### config.mk
export PLATFORM = sky130hd
export DESIGN_NAME = pixel_fb_writer
export DESIGN_NICKNAME = d
export VERILOG_FILES = /design/src/rtl/pixel_fb_writer.sv
export SDC_FILE = /design/constraint.sdc
export NUM_CORES = 1
export LEC_CHECK = 0
export CORE_ASPECT_RATIO = 1.4
export CORE_MARGIN = 2
export CORE_UTILIZATION = 47
export DETAILED_ROUTE_END_ITERATION = 6
export PLACE_DENSITY = 0.65
export REMOVE_ABC_BUFFERS = 1
export SLEW_MARGIN = 30
export SYNTH_ARGS = -nofsm -noshare
export SYNTH_HDL_FRONTEND = slang
export SYNTH_SLANG_ARGS = --single-unit
export TNS_END_PERCENT = 20
### constraint.sdc
create_clock -name clk -period 8.91 [get_ports clk]
set_input_delay 1.3365 -clock clk [delete_from_list [all_inputs] [get_ports clk]]
set_output_delay 1.3365 -clock clk [all_outputs]
set_load 0.01 [all_outputs]
### src/rtl/pixel_fb_writer.sv
// Pixel FIFO feeding a framebuffer write port with a full-frame clear engine; one write in flight, held until mem_ack.
// Optional off-screen clipping at push time is enabled by defining PIXEL_CLIP_EN.
module pixel_fb_writer #(
  parameter int unsigned FIFO_DEPTH  = 8,
  parameter int unsigned H_RES       = 320,
  parameter int unsigned V_RES       = 240,
  parameter logic [11:0] CLEAR_COLOR = 12'h000
) (
  input  logic        clk,
  input  logic        resetn,
  input  logic [8:0]  X_in,
  input  logic [7:0]  Y_in,
  input  logic [11:0] Color_in,
  input  logic        writeEn_in,
  output logic        ready_out,
  output logic [16:0] mem_addr,
  output logic [11:0] mem_data,
  output logic        mem_we,
  input  logic        mem_ack,
  input  logic        clear_req,
  output logic        clear_done,
  output logic [7:0]  dropped_count,
  output logic        busy
);

  localparam int unsigned   PW        = $clog2(FIFO_DEPTH);
  localparam int unsigned   CW        = PW + 1;
  localparam logic [CW-1:0] FULL_CNT  = CW'(FIFO_DEPTH);
  localparam logic [16:0]   LAST_ADDR = 17'(H_RES * V_RES - 1);

  localparam logic [1:0] ST_IDLE  = 2'd0;
  localparam logic [1:0] ST_WRITE = 2'd1;
  localparam logic [1:0] ST_CLEAR = 2'd2;

  logic [1:0]    state_q, state_d;
  logic [PW-1:0] wr_ptr_q, wr_ptr_d;
  logic [PW-1:0] rd_ptr_q, rd_ptr_d;
  logic [PW-1:0] rd_next;
  logic [CW-1:0] count_q, count_d;
  logic [16:0]   mem_addr_q, mem_addr_d;
  logic [11:0]   mem_data_q, mem_data_d;
  logic          mem_we_q, mem_we_d;
  logic          clear_done_q, clear_done_d;
  logic [7:0]    dropped_q, dropped_d;

  logic [16:0]   addr_fifo  [FIFO_DEPTH];
  logic [11:0]   color_fifo [FIFO_DEPTH];

  logic          full;
  logic          clip;
  logic          push;
  logic          pop;
  logic          ack_ok;
  logic [16:0]   push_addr;

  // Y*320 + X as two shifts and adds; the maximum (82111) always fits 17 bits
  assign push_addr = ({9'd0, Y_in} << 8) + ({9'd0, Y_in} << 6) + {8'd0, X_in};

`ifdef PIXEL_CLIP_EN
  assign clip = ({23'd0, X_in} >= H_RES) || ({24'd0, Y_in} >= V_RES);
`else
  assign clip = 1'b0;
`endif

  assign full    = (count_q == FULL_CNT);
  assign push    = writeEn_in & ~full & ~clip;
  assign ack_ok  = mem_ack & mem_we_q;
  assign rd_next = rd_ptr_q + PW'(1);

  always_comb begin
    state_d      = state_q;
    mem_we_d     = mem_we_q;
    mem_addr_d   = mem_addr_q;
    mem_data_d   = mem_data_q;
    clear_done_d = 1'b0;
    pop          = 1'b0;
    case (state_q)
      ST_IDLE: begin
        if (clear_req) begin
          state_d    = ST_CLEAR;
          mem_we_d   = 1'b1;
          mem_addr_d = '0;
          mem_data_d = CLEAR_COLOR;
        end else if (count_q != '0) begin
          state_d    = ST_WRITE;
          mem_we_d   = 1'b1;
          mem_addr_d = addr_fifo[rd_ptr_q];
          mem_data_d = color_fifo[rd_ptr_q];
        end
      end
      ST_WRITE: begin
        if (ack_ok) begin
          pop = 1'b1;
          // A pixel pushed in the same cycle the last entry retires is issued directly
          if (count_q > CW'(1)) begin
            mem_addr_d = addr_fifo[rd_next];
            mem_data_d = color_fifo[rd_next];
          end else if (push) begin
            mem_addr_d = push_addr;
            mem_data_d = Color_in;
          end else begin
            state_d  = ST_IDLE;
            mem_we_d = 1'b0;
          end
        end
      end
      ST_CLEAR: begin
        if (ack_ok) begin
          if (mem_addr_q == LAST_ADDR) begin
            state_d      = ST_IDLE;
            mem_we_d     = 1'b0;
            clear_done_d = 1'b1;
          end else begin
            mem_addr_d = mem_addr_q + 17'd1;
          end
        end
      end
      default: begin
        state_d  = ST_IDLE;
        mem_we_d = 1'b0;
      end
    endcase
  end

  always_comb begin
    wr_ptr_d  = wr_ptr_q + PW'(push);
    rd_ptr_d  = rd_ptr_q + PW'(pop);
    count_d   = count_q + CW'(push) - CW'(pop);
    dropped_d = dropped_q;
    if (writeEn_in && (full || clip) && (dropped_q != 8'hFF)) begin
      dropped_d = dropped_q + 8'd1;
    end
  end

  always_ff @(posedge clk) begin
    if (resetn) begin
      state_q      <= ST_IDLE;
      wr_ptr_q     <= '0;
      rd_ptr_q     <= '0;
      count_q      <= '0;
      mem_we_q     <= 1'b0;
      mem_addr_q   <= '0;
      mem_data_q   <= '0;
      clear_done_q <= 1'b0;
      dropped_q    <= '0;
    end else begin
      state_q      <= state_d;
      wr_ptr_q     <= wr_ptr_d;
      rd_ptr_q     <= rd_ptr_d;
      count_q      <= count_d;
      mem_we_q     <= mem_we_d;
      mem_addr_q   <= mem_addr_d;
      mem_data_q   <= mem_data_d;
      clear_done_q <= clear_done_d;
      dropped_q    <= dropped_d;
    end
  end

  // Storage needs no reset: occupancy is tracked by the pointers and count
  always_ff @(posedge clk) begin
    if (push) begin
      addr_fifo[wr_ptr_q]  <= push_addr;
      color_fifo[wr_ptr_q] <= Color_in;
    end
  end

  assign ready_out     = ~full;
  assign mem_we        = mem_we_q;
  assign mem_addr      = mem_addr_q;
  assign mem_data      = mem_data_q;
  assign clear_done    = clear_done_q;
  assign dropped_count = dropped_q;
  assign busy          = (state_q != ST_IDLE) | (count_q != '0);

endmodule

==> run summary <==
status: finished, final reports clean
drt drc: 0
critical path fanouts, max: 8
GRT Residual Overflow: 0
synth warn: 0
vias per inst: 6.148
Critical Path AT: 4340 ps
LEAKAGE: 5.148 nW
layout cells sized above 1: 21.05%
H-tree levels: 1
Die X: 149.7 um
peak supply drop: 182.1 uV
setup bufs post-CTS: 0
final setup fails: 0
clock transition at the registers of the reported paths: 70 ps
Post-synth EDFFs: 232
Tcrit/Tclk final: 45.54%
CTS Buffer Depth: 3
Sink Count: 283
Die H: 208.0 um
Area contributors post-synth: edfxtp_1 (50%), mux4_2 (19%), dfxtp_1 (7.3%)
post-placement cell count: 1,334
Worst Hold Endpoint: state_q[1]$_SDFFE_PP0P_
synth unique cells: 62
vias in the first global route: 8,767
reg2reg end: mem_addr[11]$_SDFFE_PP0P_
first-pass GRT wire length: 51,050 um
r2r setup slk: 5410 ps
Fin Clk Skew: 16.30 ps
num ports: 75
num rows: 74
die area: 31,140 sq um
Synth Flop Type: edfxtp_1
Hold/Removal Path Class: flop to flop
placer's final routability congestion estimate: 0.8034
CTS buffer count: 28
PortBufs: 74
fmax: 246.5 MHz
minimum clock period: 4057 ps
hpwl dp: 20,550 um
worst rel slew slack: 43.21%
max-cap violations: 0
diode count: 0
initial antenna violation count: 0
vias: 8,527
cts repair resizes: 0
Mapped Cells: 918
drt first pass iters: 5
CTS tree: built
startpoint types: primary input
Hold Crit Start: state_q[1]$_SDFFE_PP0P_
core area: 29,260 sq um
setup TNS: 0 ps
worst-skew pair later-pin latency: 560 ps
Critical Path End Type: flop
reg2reg path depth: 7
CTS root buf: clkbuf_16
GRT Overall Usage: 21.67%
part of the Yosys area used for sequential elements: 57.17%
Critical Path RT: 9190 ps
pins over their slew limit: 0
endpoints failing hold: 0
Hold Path Depth: 2
Pwr Total: 3.940 mW
largest net degree at the start of global routing: 62
hold_buf cts: 0
RSZ-0062 raised after global routing: no
Async SR Flop Fraction: 0%
Cell Area, Synth: 13,970 sq um
Initial Utilization: 47.75%
1st-iter DRT viols: 651
WS Path Type: primary input to flop
share of the synthesized area in the top cell type: 49.86%
flops & latches, synth: 283
reg2reg start: rd_ptr_q[0]$_SDFF_PP0_
antenna viol nets, final: 0
DRT Wirelength: 33,060 um
Area growth, synth to finish: 15.93%
final core occ: 55.36%
synthesized area per cell: 15.22 sq um
Net count, final: 1,053
area leader, netlist: edfxtp_1
WL per Instance: 23.83 um
Final Non-Filler Cells: 1,387
P per Cell Area: 243.3 nW/um^2
Worst Max-Slew Pin Slew: 847.2 ps
state kept, by name, indices dropped and copies added, names as in the netlist:
register       flops
wr_ptr_q           3
color_fifo        96
dropped_count      8
count_q            4
clear_done         1
addr_fifo        136
mem_data          12
state_q            2
mem_addr          17
rd_ptr_q           3
mem_we             1
worst max path at each step:
stage	from	endpoint	slack (ps)
floorplan	rd_ptr_q[0]$_SDFF_PP0_	mem_addr[1]$_SDFFE_PP0P_	940
global placement	Y_in[0]	addr_fifo[4][15]$_DFFE_PP_	4400
detailed placement	Y_in[0]	addr_fifo[5][15]$_DFFE_PP_	4330
CTS	Y_in[0]	addr_fifo[6][15]$_DFFE_PP_	4890
global route	Y_in[0]	addr_fifo[4][15]$_DFFE_PP_	4640
finish	Y_in[0]	addr_fifo[6][15]$_DFFE_PP_	4850
metrics by stage:
stage          cell area, sq um  hold slack (ps)  setup slack, ps
2_1_floorplan             13700            442.5            936.0
3_3_place_gp              15150            466.2             4402
3_5_place_dp              15160            472.4             4335
4_1_cts                   16180            480.5             4888
5_1_grt                   16200            495.0             4644
6_report                  16200            481.3             4853
placed cells by master (no fill, tap or decap), types with 23 or more instances in the layout:
cell / count
nor2_1: 47
mux2i_1: 51
dfxtp_1: 48
nor3_1: 23
clkbuf_16: 29
clkdlybuf4s50_1: 74
a21oi_1: 39
edfxtp_1: 232
ha_1: 30
mux4_2: 116
o21ai_0: 41
nand2_1: 40
area by class of cell:
class / instances / area (sq um)
Sequential cell: 283 / 7996
Clock inverter: 16 / 236.5
Clock buffer: 36 / 782.0
Multi-Input combinational cell: 558 / 5729
Inverter: 20 / 75.07
Tap cell: 380 / 475.5
Timing Repair Buffer: 94 / 903.4
Fill cell: 2376 / 13060
synth_stat cells, drive strengths merged, types with 18 or more instances:
library cell  number
clkbuf            22
a21oi             39
edfxtp           232
mux4             116
inv               20
ha                31
buf               35
xor2              18
dfxtp             51
nor2              53
o21ai             56
nor3              25
o22ai             20
nand2             40
mux2i             51
per-layer routing:
layer	global-route usage (%)	share of wire [%]
met5	0	0
met4	6.344	2.3
met3	3.026	6.0
met2	39.02	53
met1	27.04	38
power breakdown:
group / switching (mW) / internal, mW
clock network: 0.506 / 0.772
registers: 0.0981 / 1.58
logic: 0.567 / 0.415
total: 1.17 / 2.77
kinds of logic (layout without fill, tap and decap cells):
| logic type | Yosys count | after routing | share of synthesized area, % |
|---|---|---|---|
| AO/OA/AOI/OAI | 150 | 150 | 6.511 |
| XOR/XNOR | 28 | 28 | 1.755 |
| adder cells (fa/ha/maj) | 34 | 34 | 3.206 |
| buffers and inverters | 77 | 166 | 2.472 |
| flip-flops | 283 | 283 | 57.17 |
| multiplexers | 169 | 169 | 22.51 |
| AND/OR/NAND/NOR | 177 | 177 | 6.376 |
worst max-delay path, cell delays in order:
cell	delay [ps]
clkdlybuf4s50_1	480
inv_1	70
fa_1	500
inv_1	60
fa_1	410
a211oi_1	370
nor2_1	130
o31ai_1	350
a21oi_1	170
xor2_1	450
No activity file was read; power rests on OpenSTA's default activity.
